[src/rtl/block_core.sv]
// Registered 3-input population counter: out is the number of ones among {a,b,c}
// sampled LATENCY rising edges earlier (the sampling edge counts as the first).
module block_core #(
  parameter int unsigned LATENCY = 2
) (
  input  logic       Clk,
  input  logic       Rst_n,  // active-high synchronous reset despite the name
  input  logic       a,
  input  logic       b,
  input  logic       c,
  output logic [1:0] out
);

  if (LATENCY == 1) begin : g_lat1
    logic [1:0] w_sum;
    logic [1:0] r_out;

    assign w_sum = {1'b0, a} + {1'b0, b} + {1'b0, c};

    always_ff @(posedge Clk) begin
      if (Rst_n) begin
        r_out <= 2'b00;
      end else begin
        r_out <= w_sum;
      end
    end

    assign out = r_out;
  end else begin : g_latn
    logic [2:0] r_abc;
    logic [1:0] w_sum;
    // Sum stages; the last entry is the output register.
    logic [1:0] r_sum [LATENCY-1];

    assign w_sum = {1'b0, r_abc[2]} + {1'b0, r_abc[1]} + {1'b0, r_abc[0]};

    always_ff @(posedge Clk) begin
      if (Rst_n) begin
        r_abc <= 3'b000;
        for (int unsigned i = 0; i < LATENCY - 1; i++) begin
          r_sum[i] <= 2'b00;
        end
      end else begin
        r_abc    <= {a, b, c};
        r_sum[0] <= w_sum;
        for (int unsigned i = 1; i < LATENCY - 1; i++) begin
          r_sum[i] <= r_sum[i-1];
        end
      end
    end

    assign out = r_sum[LATENCY-2];
  end

endmodule

[config.mk]
export PLATFORM = sky130hd
export DESIGN_NAME = block_core
export DESIGN_NICKNAME = d
export VERILOG_FILES = /design/src/rtl/block_core.sv
export SDC_FILE = /design/constraint.sdc
export NUM_CORES = 1
export LEC_CHECK = 0
export CORE_AREA = 10 10 47 49
export DETAILED_ROUTE_END_ITERATION = 6
export DIE_AREA = 0 0 57 59
export SETUP_SLACK_MARGIN = 0.02
export SYNTH_ARGS = -nofsm -noshare
export SYNTH_HDL_FRONTEND = slang
export SYNTH_SLANG_ARGS = --single-unit
[constraint.sdc]
create_clock -name Clk -period 1 [get_ports Clk]
set_clock_uncertainty 0.05 [all_clocks]
set_input_delay 0.2 -clock Clk [delete_from_list [all_inputs] [get_ports Clk]]
set_output_delay 0.2 -clock Clk [all_outputs]
set_load 0.02 [all_outputs]
==> results of run 1 <==
==> power by group <==
group          internal [µW]  total (µW)  switching (µW)
Sequential               213         218            4.33
Clock                    151         232            81.7
Combinational           28.5        45.0            16.4
==> state kept, by name (all words and copies together), names as in the netlist <==
signal,flops
g_latn.r_abc,3
g_latn.r_sum,2
==> cells in the mapped netlist <==
cell,number,area (µm²)
nor2b_1,5,31.28
dfxtp_1,5,100.1
fa_1,1,20.02
==> final timing paths <==
| path | start | to | cells after the start |
|---|---|---|---|
| setup / recovery | g_latn.r_abc[2] | g_latn.r_sum[0][0] | 2 |
| hold / removal | c | g_latn.r_abc[0] | 2 |
| setup reg to reg | g_latn.r_abc[2] | g_latn.r_sum[0][0] | 2 |
| hold reg to reg | g_latn.r_abc[0] | g_latn.r_sum[0][1] | 2 |
==> kinds of logic after synthesis <==
family | synth area share [%]
flip-flops | 66.12
AND/OR/NAND/NOR | 20.66
adder cells (fa/ha/maj) | 13.22
==> critical path: cells and delay by family, from the launching register on <==
kind	cells	cell delay [ns]
adders and majority gates	1	0.45
DFF	1	0.31
and+or+nand+nor	1	0.13
==> cell type report <==
type                            count  share of cell area (%)
Timing Repair Buffer                6                   21.57
Multi-Input combinational cell      6                   20.10
Clock buffer                        4                   10.29
Sequential cell                     5                   40.20
Tap cell                           16                   7.843
==> metrics by stage <==
stage	instances	setup TNS (ns)	hold WS (ns)	cell area [µm²]
final	37	-0.05774	0.4527	255.2
after global routing	37	-0.1369	0.4598	255.2
after CTS	37	-0.05861	0.4449	249.0
after detailed placement	33	-0.3252	0.5514	231.5
after global placement	33	-0.3015	0.5393	231.5
after floorplan	11	-0.02873	0.2216	151.4
==> routing by layer <==
layer	wire length (µm)	GRT usage, %
met1	111	1.311
met4	8	3.020
met2	57	1.240
met5	0	0
met3	86	4.721
==> timing repair <==
action	CTS	global route
hold endpoints to repair	0	0
hold buffers	0	0
buffers inserted	0	0
resized for setup	9	3
endpoints found under the setup margin	4	4
pin swaps	1	0
==> impl_metrics.py, run 1 <==
metrics = {
    "status": {
        "status": "complete, but fails checks",
        "violations": "setup timing",
    },
    "synth": {
        "yosysWarnings": 0,
        "synth-seq-area-share_pct": 66.12,
        "synth_cells": 11,
        "synth-seq-cells": 5,
        "synth_area_um2": 151.4,
        "post_synth_num_cell_types": 3,
        "synth.net_count": 17,
        "syn-mean-instance-area_um2": 13.76,
    },
    "routing": {
        "wl_um": 264,
        "drc_errors": 0,
        "wl_per_cell_um": 7.135,
        "vias": 104,
        "avgViaCountPerCell": 2.811,
        "ant_nets": 0,
        "drt-initial-drc-count": 0,
        "dr.pass1.iters": 1,
    },
    "pwr": {
        "leakage_uw": 0.0001035,
        "power.density_nw_per_um2": 1939,
        "vdd_drop_max_mv": 0.6925,
        "power_uw": 495.0,
    },
    "clocking": {
        "clkSinkCount": 5,
        "h-tree-depth": 1,
        "clk_latency_ns": 0.24,
        "cts_tree": "yes",
        "cts_made_buffers": 3,
        "ctsLongestPathBuffers": 2,
        "clk_pin_slew_worst_paths_ns": 0.04,
        "clockRootBuffer": "clkbuf_4",
    },
    "finish": {
        "fillers": 161,
        "drive_gt1_share_pct": 33.33,
        "final_cell_mix": "nor2b_1 (5), clkdlybuf4s50_1 (4), clkbuf_4 (3), dfxtp_1 (3)",
        "area_growth_pct": 68.60,
        "layout_commonest_cell": "nor2b_1",
        "multi_input_area_um2": 51.30,
        "fin_util_pct": 18.21,
        "ff_latch_area_um2": 102.6,
        "nNetsFinal": 28,
        "insertedDiodeCount": 0,
    },
    "global_routing": {
        "grt_max_degree": 6,
        "grt_pass1_vias": 106,
        "overflow": 0,
        "antenna_found_initial": 0,
        "track_usage_pct": 2.164,
        "grt_first_pass_wirelength_um": 420,
    },
    "floorplanning": {
        "die_x_um": 57,
        "die_area_um2": 3363,
        "fp-row-count": 14,
        "initial_core_util_pct": 10.80,
        "ioPinCount": 7,
        "core_um2": 1401,
        "die_h_um": 59,
    },
    "flow_run": {
        "drv_cap": 0,
    },
    "critical_path": {
        "cp.required_ns": 1.08,
        "crit_path_end_kind": "flop",
        "arrival_ns": 1.14,
        "slowest_stage": "fa_1",
        "criticalPathCategory": "reg -> reg",
        "worst_setup_path_start_kind": "flop",
        "max_stage_delay_ns": 0.45,
        "crit_chain": "fa_1 > nor2b_1",
        "ff2ff_setup_slack_ns": -0.06,
        "crit_fanout": 1,
    },
    "placement": {
        "portBuffers": 6,
        "post-place-ws_ns": -0.1361,
        "gp_congestion": 0.5502,
    },
    "sta": {
        "setup_ws_ns": -0.05774,
        "setup_viol": 1,
        "fmax_mhz": 945.4,
        "period_needed_ns": 1.058,
        "drv_slew": 0,
        "finalHoldViolCount": 0,
        "relSlewSlack_pct": 88.70,
        "rsz0062_at_grt": "yes",
        "timing.final.crit_share_pct": 105.8,
        "tightestPinTransition_ns": 0.1689,
    },
    "worst_hold_path": {
        "min_path_type": "in -> reg",
    },
}
Note: power is estimated with default switching activity, not from simulation.
==> inputs of run 2 (changes only) <==
--- a/config.mk
+++ b/config.mk
@@ -5,9 +5,13 @@
 export SDC_FILE = /design/constraint.sdc
 export NUM_CORES = 1
 export LEC_CHECK = 0
+export CELL_PAD_IN_SITES_DETAIL_PLACEMENT = 1
+export CELL_PAD_IN_SITES_GLOBAL_PLACEMENT = 1
 export CORE_AREA = 10 10 47 49
+export CTS_CLUSTER_SIZE = 24
 export DETAILED_ROUTE_END_ITERATION = 6
 export DIE_AREA = 0 0 57 59
+export PLACE_DENSITY_LB_ADDON = 0.1
 export SETUP_SLACK_MARGIN = 0.02
 export SYNTH_ARGS = -nofsm -noshare
 export SYNTH_HDL_FRONTEND = slang
==> run 2 against run 1 <==
Net effect:
- the flow still finishes with violations (setup timing)
- sequential share of layout area fell by 0.59 points
- routed wire length rose by 17%
- critical path depth did not move
- die area did not move
- total power rose by 0.62%
- hold slack improved by 0.014 ns
- clock power rose by 2%
- via count rose by 5.8%
==> impl_metrics.py, run 2 (synthesis results as in run 1) <==
metrics = {
    "worst_hold_path": {
        "min_path_type": "in -> reg",
    },
    "placement": {
        "portBuffers": 6,
        "post-place-ws_ns": -0.1396,
        "gp_congestion": 0.5997,
        "placed_cells": 33,
    },
    "floorplanning": {
        "fp-row-count": 14,
        "ioPinCount": 7,
        "die_h_um": 59,
        "die_area_um2": 3363,
        "initial_core_util_pct": 10.80,
        "core_um2": 1401,
        "die_x_um": 57,
    },
    "critical_path": {
        "r2r-end": "g_latn.r_sum[0][0]",
        "worst_setup_path_start_kind": "flop",
        "endpoint": "g_latn.r_sum[0][0]",
        "rr_startpoint": "g_latn.r_abc[0]",
        "criticalPathCategory": "reg -> reg",
        "cp.required_ns": 1.08,
        "worstSetupStartpoint": "g_latn.r_abc[0]",
        "crit_fanout": 1,
        "ff2ff_setup_slack_ns": -0.05,
        "crit_path_end_kind": "flop",
        "arrival_ns": 1.13,
        "r2r_cells": 2,
    },
    "global_routing": {
        "track_usage_pct": 2.371,
        "antenna_found_initial": 0,
        "grt_first_pass_wirelength_um": 503,
        "grt_max_degree": 6,
        "grt_pass1_vias": 127,
        "overflow": 0,
    },
    "sta": {
        "fmax_mhz": 955.4,
        "tightestPinTransition_ns": 0.1831,
        "timing.final.crit_share_pct": 104.7,
        "relSlewSlack_pct": 87.76,
        "fin_hold_ws_ns": 0.4672,
        "setup_tns_ns": -0.04668,
        "drv_slew": 0,
        "finalHoldViolCount": 0,
        "period_needed_ns": 1.047,
        "setup_viol": 1,
        "rsz0062_at_grt": "yes",
        "setup_ws_ns": -0.04668,
    },
    "flow_run": {
        "drv_cap": 0,
    },
    "routing": {
        "wl_met1_um": 113,
        "ant_nets": 0,
        "vias": 110,
        "wl_per_cell_um": 8.324,
        "dr_wl_met2_um": 119,
        "avgViaCountPerCell": 2.973,
        "drt-initial-drc-count": 3,
        "drc_errors": 0,
        "dr.pass1.iters": 3,
        "wl_um": 308,
        "wl_met3_um": 75,
        "top_layer": "met3",
    },
    "pwr": {
        "power_uw": 498.1,
        "power.density_nw_per_um2": 1971,
        "combPwrFrac_pct": 9.1,
        "power.share.clock_pct": 47.4,
        "power.switching_uw": 106.2,
        "vdd_drop_max_mv": 0.5204,
        "intPower_uw": 391.9,
        "leakage_uw": 0.0001030,
        "p_seq_share_pct": 43.5,
        "netSwitchingFraction_pct": 21.32,
    },
    "finish": {
        "final_cell_mix": "nor2b_1 (5), dfxtp_1 (5), clkdlybuf4s50_1 (4)",
        "top_regs": "g_latn.r_abc: 3 flops, g_latn.r_sum: 2 flops",
        "largest_reg_flops": 3,
        "fin_cells": 37,
        "insertedDiodeCount": 0,
        "area_growth_pct": 66.94,
        "top_register": "g_latn.r_abc",
        "drive_gt1_share_pct": 23.81,
        "nNetsFinal": 28,
        "fillers": 170,
    },
    "clocking": {
        "clk_latency_ns": 0.24,
        "cts_setup_buffers": 0,
        "cts_made_buffers": 3,
        "clk_pin_slew_worst_paths_ns": 0.05,
        "clockRootBuffer": "clkbuf_4",
        "cts_tree": "yes",
        "ctsLongestPathBuffers": 2,
        "h-tree-depth": 1,
        "clkSinkCount": 5,
    },
    "status": {
        "status": "complete, but fails checks",
        "violations": "setup timing",
    },
}
==> run 2: cell counts in the layout (fill, tap and decap cells not counted) <==
No cell type changed its count.
==> run 2: timing repair <==
item | in CTS | in global routing
setup endpoints to repair | 4 | 4
hold buffers | 0 | 0
gates resized for setup | 8 | 2
==> run 2: critical path: stages, from the launching register on <==
cell     delay [ns]
dfxtp_1        0.31
fa_1           0.45
nor2b_1        0.13
==> run 2: stage by stage <==
stage          cell area [µm²]  utilization, %
6_report                 252.7           18.04
5_1_grt                  252.7           18.04
4_1_cts                  247.7           17.68
3_5_place_dp             231.5           16.52
3_3_place_gp             231.5           16.52
2_1_floorplan            151.4               -
==> run 2: cell type report <==
type	instances	area (µm²)	area share [%]
clock buffer	4	26.28	10.40
tap	16	20.02	7.921
multi-input combinational	6	51.30	20.30
sequential	5	100.1	39.60
timing repair buffer	6	55.05	21.78
==> run 2: power by group through the flow <==
stage	Clock (µW)	Combinational [µW]	Sequential, µW
5_1_grt	272	50.1	217
4_1_cts	253	43.9	217
2_1_floorplan	0	10.5	228
3_5_place_dp	0	49.2	221
3_3_place_gp	0	48.4	221
6_report	236	45.3	217
==> run 2: how the worst min path moves through the flow <==
stage                    start            endpoint  slack (ns)  depth (start not counted)
6_report                     a     g_latn.r_abc[2]        0.47                          2
3_5_place_dp   g_latn.r_abc[2]  g_latn.r_sum[0][0]        0.56                          2
3_3_place_gp   g_latn.r_abc[2]  g_latn.r_sum[0][0]        0.56                          2
5_1_grt                      b     g_latn.r_abc[1]        0.46                          2
2_1_floorplan            Rst_n     g_latn.r_abc[0]        0.22                          1
4_1_cts                      a     g_latn.r_abc[2]        0.46                          2
==> run 2: metal layers <==
metal / vias to the layer above / GRT usage (%)
met4: 0 / 1.007
met3: 0 / 4.936
met5: - / 0
met1: 49 / 1.297
met2: 9 / 2.791
li1: 52 / -
==> inputs of run 3 (changes only) <==
--- a/config.mk
+++ b/config.mk
@@ -7,10 +7,10 @@
 export LEC_CHECK = 0
 export CELL_PAD_IN_SITES_DETAIL_PLACEMENT = 1
 export CELL_PAD_IN_SITES_GLOBAL_PLACEMENT = 1
-export CORE_AREA = 10 10 47 49
+export CORE_AREA = 8 8 45 47
 export CTS_CLUSTER_SIZE = 24
 export DETAILED_ROUTE_END_ITERATION = 6
-export DIE_AREA = 0 0 57 59
+export DIE_AREA = 0 0 53 55
 export PLACE_DENSITY_LB_ADDON = 0.1
 export SETUP_SLACK_MARGIN = 0.02
 export SYNTH_ARGS = -nofsm -noshare
==> run 3 against run 2 <==
Net effect:
- the flow still finishes with violations (setup timing)
- routed wire length shrank 2.3%
- critical endpoint unchanged
- hold slack lost 0.0024 ns
- clock-buffer cell count is the same
- worst setup slack lost 0.015 ns
- sequential share of layout area grew 0.80 points
- utilization shrank 0.13 points
==> impl_metrics.py, run 3 (synthesis results as in run 1) <==
metrics = {
    "global_routing": {
        "grt_pass1_vias": 128,
        "grt_max_degree": 6,
        "track_usage_pct": 2.683,
        "overflow": 0,
        "grt_first_pass_wirelength_um": 434,
        "antenna_found_initial": 0,
    },
    "sta": {
        "finalHoldViolCount": 0,
        "setup_ws_ns": -0.06201,
        "relSlewSlack_pct": 87.80,
        "period_needed_ns": 1.062,
        "timing.final.crit_share_pct": 106.2,
        "fmax_mhz": 941.6,
        "drv_slew": 0,
        "setup_viol": 1,
        "rsz0062_at_grt": "yes",
        "tightestPinTransition_ns": 0.1825,
    },
    "finish": {
        "fillers": 169,
        "final_cell_mix": "nor2b_1 (5), dfxtp_1 (5), clkdlybuf4s50_1 (4)",
        "insertedDiodeCount": 0,
        "top_regs": "g_latn.r_abc: 3 flops, g_latn.r_sum: 2 flops",
        "top_register": "g_latn.r_abc",
        "fin_util_pct": 17.90,
        "drive_gt1_share_pct": 23.81,
        "area_growth_pct": 63.64,
        "nNetsFinal": 28,
        "largest_reg_flops": 3,
    },
    "worst_hold_path": {
        "min_path_type": "in -> reg",
        "min_delay_path_depth": 2,
    },
    "clocking": {
        "ctsLongestPathBuffers": 2,
        "clockRootBuffer": "clkbuf_4",
        "clk_latency_ns": 0.24,
        "clk_pin_slew_worst_paths_ns": 0.04,
        "cts_made_buffers": 3,
        "clkSinkCount": 5,
        "cts_setup_buffers": 0,
        "cts_tree": "yes",
        "h-tree-depth": 1,
    },
    "pwr": {
        "leakage_uw": 0.0001027,
        "power_uw": 491.3,
        "intPower_uw": 388.8,
        "combPwrFrac_pct": 8.6,
        "power.share.clock_pct": 47.3,
        "power.switching_uw": 102.6,
        "netSwitchingFraction_pct": 20.87,
        "power.density_nw_per_um2": 1983,
        "vdd_drop_max_mv": 0.4253,
        "p_seq_share_pct": 44.1,
    },
    "routing": {
        "wl_per_cell_um": 8.135,
        "vias": 109,
        "ant_nets": 0,
        "drt-initial-drc-count": 0,
        "wl_um": 301,
        "avgViaCountPerCell": 2.946,
        "dr.pass1.iters": 1,
        "drc_errors": 0,
    },
    "floorplanning": {
        "die_x_um": 53,
        "ioPinCount": 7,
        "die_h_um": 55,
        "die_area_um2": 2915,
        "initial_core_util_pct": 10.94,
        "core_um2": 1384,
        "fp-row-count": 14,
    },
    "status": {
        "violations": "setup timing",
        "status": "complete, but fails checks",
    },
    "critical_path": {
        "r2r_cells": 2,
        "arrival_ns": 1.14,
        "cp.required_ns": 1.08,
        "crit_fanout": 1,
        "criticalPathCategory": "reg -> reg",
        "worst_setup_path_start_kind": "flop",
        "crit_path_end_kind": "flop",
    },
    "placement": {
        "gp_congestion": 0.5351,
        "dp_hpwl_um": 245.1,
        "portBuffers": 6,
    },
    "flow_run": {
        "drv_cap": 0,
    },
}
==> run 3: cell counts in the layout (fill, tap and decap cells not counted) <==
No cell type changed its count.
==> run 3: layout make-up <==
class / instances / area (µm²) / area share [%]
Sequential cell: 5 / 100.1 / 40.40
Multi-Input combinational cell: 6 / 51.30 / 20.71
Timing Repair Buffer: 6 / 50.05 / 20.20
Clock buffer: 4 / 26.28 / 10.61
Tap cell: 16 / 20.02 / 8.081
==> run 3: path summary, 6_finish.rpt <==
| check | from | end | slack [ns] |
|---|---|---|---|
| setup / recovery | g_latn.r_abc[0] | g_latn.r_sum[0][0] | -0.06 |
| setup reg to reg | g_latn.r_abc[0] | g_latn.r_sum[0][0] | -0.06 |
| hold / removal | b | g_latn.r_abc[1] | 0.46 |
| hold reg to reg | g_latn.r_abc[2] | g_latn.r_sum[0][1] | 0.57 |
==> run 3: timing repair <==
action                     in CTS  in global routing
hold buffers                    0                  0
setup endpoints to repair       4                  2
gates resized for setup         8                  0
==> run 3: metal layers <==
layer  vias up  share of wire (%)  GRT usage [%]
met3         2                 11          1.070
met5         -                  0              0
met1        47                 39          1.988
met4         0                6.3          7.759
li1         53                  -              -
met2         7                 43          2.734
==> run 3: power groups by stage <==
| stage | Clock (µW) | Sequential, µW | Combinational, µW |
|---|---|---|---|
| floorplan | 0 | 228 | 10.5 |
| global placement | 0 | 220 | 49.2 |
| detailed placement | 0 | 221 | 49.1 |
| CTS | 247 | 217 | 44.0 |
| global route | 259 | 217 | 47.5 |
| finish | 232 | 217 | 42.3 |
==> run 3: worst max-delay path, cell delays in order, from the launching register on <==
cell	delay, ns
dfxtp_1	0.31
fa_1	0.46
nor2b_1	0.13
==> run 3: per-stage QoR <==
step / hold WS, ns / cells / setup slack (ns) / instance area (µm²) / setup TNS, ns
2_1_floorplan: 0.2216 / 11 / -0.02873 / 151.4 / -0.02873
3_3_place_gp: 0.5591 / 33 / -0.1356 / 231.5 / -0.3812
3_5_place_dp: 0.5644 / 33 / -0.1357 / 231.5 / -0.3815
4_1_cts: 0.4554 / 37 / -0.07562 / 247.7 / -0.08375
5_1_grt: 0.4666 / 37 / -0.09169 / 247.7 / -0.1257
6_report: 0.4648 / 37 / -0.06201 / 247.7 / -0.06201
